## config.mk

```make
export PLATFORM = sky130hd
export DESIGN_NAME = mac_frame_accumulator
export DESIGN_NICKNAME = d
export VERILOG_FILES = /design/src/rtl/mac_frame_accumulator.sv
export SDC_FILE = /design/constraint.sdc
export NUM_CORES = 1
export LEC_CHECK = 0
export ABC_CLOCK_PERIOD_IN_PS = 7540
export CAP_MARGIN = 25
export CORE_MARGIN = 3
export CORE_UTILIZATION = 40
export CTS_CLUSTER_DIAMETER = 200
export DETAILED_ROUTE_END_ITERATION = 8
export PLACE_DENSITY = 0.65
export SYNTH_ARGS = -nofsm -noshare
export SYNTH_HDL_FRONTEND = slang
export SYNTH_SLANG_ARGS = --single-unit
```

## constraint.sdc

```tcl
create_clock -name clk -period 7.54 [get_ports clk]
set_input_delay 0.754 -clock clk [delete_from_list [all_inputs] [get_ports clk]]
set_output_delay 0.754 -clock clk [all_outputs]
set_load 0.03 [all_outputs]
```

## src/rtl/mac_frame_accumulator.sv

```systemverilog
// mac_frame_accumulator: time-multiplexed FIR multiply-accumulate engine with
// its own tap sequencer, round/saturate output stage and clip indication.
//
// Optional feature macro: ROUND_NEAREST_EN (round-half-up before saturating;
// when undefined the output is the floor of the scaled sum).
//
// Ports:
//   clk, rst       clock; asynchronous active-high reset
//   clk_enable     advances sequencer and accumulator
//   sync_clr       synchronous frame restart (wins over clk_enable)
//   phase          registered tap index driven to delay-line/coeff muxes
//   data_in, coeff sample and coefficient for the current phase
//   filter_out     registered, rounded and saturated output sample
//   out_valid      one-cycle pulse when filter_out is updated
//   sat_flag       filter_out of this pulse was clipped
//   sat_sticky     any clip since reset or sync_clr
module mac_frame_accumulator #(
    parameter int DATA_W     = 16,
    parameter int COEFF_W    = 16,
    parameter int TAPS       = 8,
    parameter int GUARD_W    = 2,
    parameter int FRAC_SHIFT = 16,
    parameter int OUT_W      = 16,
    localparam int PH_W      = (TAPS > 1) ? $clog2(TAPS) : 1,
    localparam int ACC_W     = DATA_W + COEFF_W + GUARD_W
) (
    input  logic               clk,
    input  logic               rst,
    input  logic               clk_enable,
    input  logic               sync_clr,
    output logic [PH_W-1:0]    phase,
    input  logic [DATA_W-1:0]  data_in,
    input  logic [COEFF_W-1:0] coeff,
    output logic [OUT_W-1:0]   filter_out,
    output logic               out_valid,
    output logic               sat_flag,
    output logic               sat_sticky
);

    localparam int PROD_W = DATA_W + COEFF_W;
    // Width of the sum after dropping the fraction, with one extra MSB so
    // the rounding increment can never wrap.
    localparam int HI_W   = ACC_W + 1 - FRAC_SHIFT;

    logic [PH_W-1:0]  phase_q, phase_d;
    logic [ACC_W-1:0] acc_q, acc_d;
    logic             primed_q, primed_d;
    logic [OUT_W-1:0] filter_out_q, filter_out_d;
    logic             out_valid_q, out_valid_d;
    logic             sat_flag_q, sat_flag_d;
    logic             sat_sticky_q, sat_sticky_d;

    logic signed [PROD_W-1:0] prod;
    logic signed [ACC_W-1:0]  prod_ext;
    logic                     last_tap;
    logic                     rnd_bit;
    logic [HI_W-1:0]          r_hi;
    logic [HI_W-OUT_W:0]      r_top;
    logic                     ovf;
    logic [OUT_W-1:0]         conv;

    // Full-precision signed product, sign-extended into the accumulator.
    always_comb begin
        prod     = PROD_W'($signed(data_in)) * PROD_W'($signed(coeff));
        prod_ext = ACC_W'(prod);
    end

    // Adding 2^(FRAC_SHIFT-1) and then dropping FRAC_SHIFT LSBs is the same
    // as adding bit FRAC_SHIFT-1 to the already-shifted sum.
`ifdef ROUND_NEAREST_EN
    assign rnd_bit = acc_q[FRAC_SHIFT-1];
`else
    assign rnd_bit = 1'b0;
`endif

    // Conversion of the completed sum held in acc_q.
    always_comb begin
        r_hi  = {acc_q[ACC_W-1], acc_q[ACC_W-1:FRAC_SHIFT]} + HI_W'(rnd_bit);
        r_top = r_hi[HI_W-1:OUT_W-1];
        ovf   = ~((&r_top) | ~(|r_top));
        if (!ovf)
            conv = r_hi[OUT_W-1:0];
        else if (r_hi[HI_W-1])
            conv = {1'b1, {(OUT_W-1){1'b0}}};
        else
            conv = {1'b0, {(OUT_W-1){1'b1}}};
    end

    assign last_tap = (phase_q == PH_W'(TAPS - 1));

    // State register.
    always_ff @(posedge clk or posedge rst) begin
        if (rst) begin
            phase_q      <= '0;
            acc_q        <= '0;
            primed_q     <= 1'b0;
            filter_out_q <= '0;
            out_valid_q  <= 1'b0;
            sat_flag_q   <= 1'b0;
            sat_sticky_q <= 1'b0;
        end else begin
            phase_q      <= phase_d;
            acc_q        <= acc_d;
            primed_q     <= primed_d;
            filter_out_q <= filter_out_d;
            out_valid_q  <= out_valid_d;
            sat_flag_q   <= sat_flag_d;
            sat_sticky_q <= sat_sticky_d;
        end
    end

    // Next-state logic.
    always_comb begin
        phase_d      = phase_q;
        acc_d        = acc_q;
        primed_d     = primed_q;
        filter_out_d = filter_out_q;
        out_valid_d  = 1'b0;
        sat_flag_d   = 1'b0;
        sat_sticky_d = sat_sticky_q;
        if (sync_clr) begin
            phase_d      = '0;
            acc_d        = '0;
            primed_d     = 1'b0;
            sat_sticky_d = 1'b0;
        end else if (clk_enable) begin
            phase_d = last_tap ? '0 : phase_q + PH_W'(1);
            if (phase_q == '0) begin
                // Frame boundary: restart the sum and, once a full frame
                // has been collected, publish the previous one.
                acc_d    = prod_ext;
                primed_d = 1'b1;
                if (primed_q) begin
                    filter_out_d = conv;
                    out_valid_d  = 1'b1;
                    sat_flag_d   = ovf;
                    sat_sticky_d = sat_sticky_q | ovf;
                end
            end else begin
                acc_d = acc_q + prod_ext;
            end
        end
    end

    // Outputs.
    always_comb begin
        phase      = phase_q;
        filter_out = filter_out_q;
        out_valid  = out_valid_q;
        sat_flag   = sat_flag_q;
        sat_sticky = sat_sticky_q;
    end

endmodule

```

### Yosys cells after proc, flatten, opt, wreduce, memory -nomap -nowiden

Cells that the tools add are included.

* flip-flop bits (word level): 57
* input bits: 36
* output and inout bits: 22
* word-level logic and storage cells: 48

* $add $sub $neg: 2
* $mul: 1
* equal/unequal tests: 1
* multiplexer cells: 23
* bitwise logic cells: 5
* reduce and logical (&&, ||, !) cells: 9

Operators with widths (number)
* 34-bit two-way mux: 3
* 34-bit adder: 1
* 16-bit by 16-bit multiplier with 32-bit output: 1
* 16-bit two-way mux: 2
* 1-bit two-way mux: 15
* 3-bit two-way mux: 3
* 3-bit AND reduction: 2
* 2-bit nonzero test: 3
* 4-bit AND reduction: 1
* 3-bit by 1-bit adder with 3-bit output (second input constant): 1
* 3-bit equality test (second input constant): 1
* 3-bit logical NOT: 1
* 1-bit NOT: 3
* 3-bit OR reduction: 1
* 1-bit bitwise OR: 2
* 2-bit AND reduction: 1

### Depth between registers and ports, before layout

* word-level depth: 9
* gate-level depth with buffers: 35
* gate-level depth less buffers: 34

### Worst setup path after synthesis

Ideal clock, no wire load.

* path kind: input to register
* from: input port coeff[1]
* to: register acc_q[33]
* setup time: 0.078 ns
* arrival: 8.477 ns
* data required time: 7.462 ns
* slack: -1.015 ns
* stages on the path: 30
* buffers on the path: 1
* cell sequence: clkbuf_1 nand2_1 fa_1 fa_1 fa_1 inv_1 fa_1 fa_1 inv_1 fa_1 inv_1 ha_1 and3_1 and3_1 a2111oi_2 o21ai_1 a311o_1 a31oi_1 nor2b_1 xnor2_1 ha_1 and2_1 nand3_1 a21oi_1 o41ai_2 a211oi_2 a211o_1 a21oi_2 mux4_1 a21oi_1

* word-level cells in the longest chain between the ends: 5

RTL lines
* from (decl): RTL line 33 `input logic [COEFF_W-1:0] coeff,`
* 16-bit by 16-bit multiplier with 32-bit output (*): RTL line 64 `prod = PROD_W'($signed(data_in)) * PROD_W'($signed(coeff));`
* 34-bit adder: RTL line 140 `acc_d = acc_q + prod_ext;`
* 34-bit two-way mux (*): RTL line 128 `if (phase_q == '0) begin`
* 34-bit two-way mux (*): RTL line 126 `end else if (clk_enable) begin`
* 34-bit two-way mux (*): RTL line 121 `if (sync_clr) begin`
* to (signal assigned): RTL line 95 `acc_q <= '0;`
* to (signal assigned): RTL line 103 `acc_q <= acc_d;`
* to (decl): RTL line 46 `logic [ACC_W-1:0] acc_q, acc_d;`

Mark *: on every way between the ends. The rest lies on a longest branch, timed or not. The select of a mux whose other input is x is not followed.
A chain may end at the register's enable or synchronous reset.

### Final worst setup path

* from: input port data_in[9]
* to: register acc_q[33]

* word-level cells in the longest chain between the ends: 5

RTL lines
* from (decl): RTL line 32 `input logic [DATA_W-1:0] data_in,`
* 16-bit by 16-bit multiplier with 32-bit output (*): RTL line 64
* 34-bit adder: RTL line 140
* 34-bit two-way mux (*): RTL line 128
* 34-bit two-way mux (*): RTL line 126
* 34-bit two-way mux (*): RTL line 121

Marks and branches as above.

==> results.cfg <==
[clock_network]
cts_buffer_depth = 2
htreeDepth = 3
cts_tree = built
cts_made_buffers = 9
clk_pin_slew_ns = 0.07
clk_latency_ns = 0.34
clkSinkCount = 57
cts-root-buf = clkbuf_16

[worst_hold_path]
hold_class = reg2reg
whs_path_depth = 1

[place]
gp_congestion = 0.865
placed_area_mm2 = 0.0172
port_buffers = 57
hpwl_mm = 28.3
place_ws_ns = -1.51

[final_layout]
diodes = 0
mostFrequentLayoutCell = inv_1
drive_gt1_share_pct = 27.2
syn_to_final_growth_pct = 33.5
layout.nets = 2355
multi_input_area_mm2 = 0.0121
fillers = 3023
ff_latch_area_mm2 = 0.00143
mostFrequentLayoutCells = inv_1 (297), buf_4 (284), fa_1 (247)
final_area_mm2 = 0.0188

[logic_synthesis]
synth-compound-area-share_pct = 11.3
ys_async_sr_fraction_pct = 100
synth_top_family_by_area = adder cells
yosysUniqueCellTypes = 68
synthAdderAreaFrac_pct = 48.0
syn-num-nets = 2020
syn-cell-area_mm2 = 0.0141
synth_ff_type = dfrtp_1
postSynthCellCount = 1602
ys_ff_latch = 57
synthMuxAreaShare_pct = 0.543
synth_edf_count = 0
synth-simple-area-share_pct = 16.1
ys_seq_area_share_pct = 10.1
yosysWarningCount = 0
syn_area_per_cell_um2 = 8.78
synthXorXnorAreaFrac_pct = 3.73

[sta]
min_period_over_period_pct = 109
period_minus_slack_ns = 8.20
finalSetupViolCount = 11
setup-tns-final_ns = -3.76
skew_ns = 0.0150
rsz0062_at_grt = yes
max_freq_mhz = 122
max_slew.worst_pin.slew_ns = 1.02
setup_ws_ns = -0.659
slew_viol_final = 0
hold_violations = 0
slew_headroom_pct = 31.6

[worst_setup_path]
critPathBufInv = 6
critPathMaxStageDelay_ns = 0.56
path_max_fanout = 5
crit_cells = 32
cp.arrival_ns = 8.47
path_class = in2reg
r2r_cells = 15
cp_common_cell = fa_1
slowest_stage = fa_1
start_kind = primary input
end_kind = register
required_ns = 7.81
cpLargestDelayFamily = adder cells

[global_route]
antenna_found_initial = 0
grt_pass1_vias = 13000
grt_busiest_layer = met2
grt.total_usage_pct = 19.3
grtUsageMet2_pct = 35.1
grt.met3_usage_pct = 2.14
grt_overflow = 0
grt_max_degree = 58
grt_first_pass_wirelength_mm = 61.0
met1_usage_pct = 24.9

[routing]
drt_pre_antenna_iters = 5
drt-total-wl_mm = 36.8
drtIter0Drc = 561
wl_per_cell_um = 15.3
vias = 12000
drtAntennaViolNets = 0
vias_per_cell = 5.02
drc_errors = 0

[die]
start_util_pct = 40.6
die_area_mm2 = 0.0375
num_rows = 68
die_w_um = 194
core_mm2 = 0.0346
die_h_um = 194
io_pins = 58

[status]
status = finished with violations
violations = setup timing

[job]
maxCapViolations = 0
[cell usage after synthesis (13+ instances only)]
cell type | count | area, µm²
inv_1 | 321 | 1200
a311oi_1 | 13 | 114
nand3_1 | 16 | 80.1
a211oi_1 | 16 | 120
nor2_1 | 67 | 251
clkbuf_1 | 53 | 199
xor2_1 | 13 | 114
nand2_1 | 213 | 800
fa_1 | 263 | 5270
a21oi_1 | 56 | 280
a21o_1 | 20 | 150
dfrtp_1 | 57 | 1430
xnor2_1 | 45 | 394
ha_1 | 119 | 1490
o21ai_0 | 66 | 330
nor3_1 | 17 | 85.1
and2_1 | 117 | 732
[sequential cells by signal, indices dropped and copies added, names as in the netlist]
register	flops
out_valid	1
filter_out	16
sat_flag	1
sat_sticky	1
phase	3
primed_q	1
acc_q	34
[cell families (layout without fill, tap and decap cells)]
logic type,count (synthesis),count (layout)
AND/OR/NAND/NOR,476,476
AO/OA/AOI/OAI,242,242
flip-flops,57,57
multiplexers,6,6
adder cells (fa/ha/maj),382,382
XOR/XNOR,59,59
buffers and inverters,380,720
[per-stage QoR]
| step | hold WS (ns) | instances | util (%) |
|---|---|---|---|
| after CTS | 0.487 | 2370 | 52.6 |
| after global routing | 0.509 | 2397 | 54.2 |
| after detailed placement | 0.473 | 2316 | 49.6 |
| after global placement | 0.466 | 2316 | 49.6 |
| after floorplan | 0.466 | 1602 | - |
| final | 0.481 | 2397 | 54.2 |
[path summary, 6_finish.rpt]
path                            slack, ns       start          to
min in group asynchronous            0.97         rst    acc_q[5]
worst min-delay path                 0.48  sat_sticky  sat_sticky
worst max-delay path                -0.66  data_in[9]   acc_q[33]
max in group asynchronous            6.04         rst   acc_q[20]
worst max register to register       4.06    acc_q[0]   acc_q[20]
worst min register to register       0.48  sat_sticky  sat_sticky
[layout make-up]
class                      instances  area share (%)
clock inverter                     7           0.453
sequential                        57            7.60
multi-input combinational       1165            64.2
inverter                         322            6.45
clock buffer                       9            1.20
timing repair buffer             382            17.1
tap                              455            3.03
[layer usage]
metal  share of wire, %  vias to the layer above
met5                  0                        -
met2                 54                      193
li1                   -                     5671
met3                2.5                       58
met1                 42                     6116
met4                1.8                        0
[worst reg2reg max path: cells and delay by family (launching register included)]
family / cells / cell delay [ns]
compound gates: 7 / 1.56
fa+ha+maj: 2 / 0.61
buf+inv: 3 / 0.41
flops: 1 / 0.35
simple gates: 2 / 0.29
xor+xnor: 1 / 0.16
[timing repair]
action | in CTS | in global routing
pin swaps | 103 | 92
resized for setup | 170 | 120
setup buffers | 33 | 26
hold buffers | 0 | 0
gates cloned | 6 | 1
setup endpoints to repair | 19 | 18
Power is not shown: default switching activity piles up to over one toggle a cycle in this logic, so the estimate is an artifact.
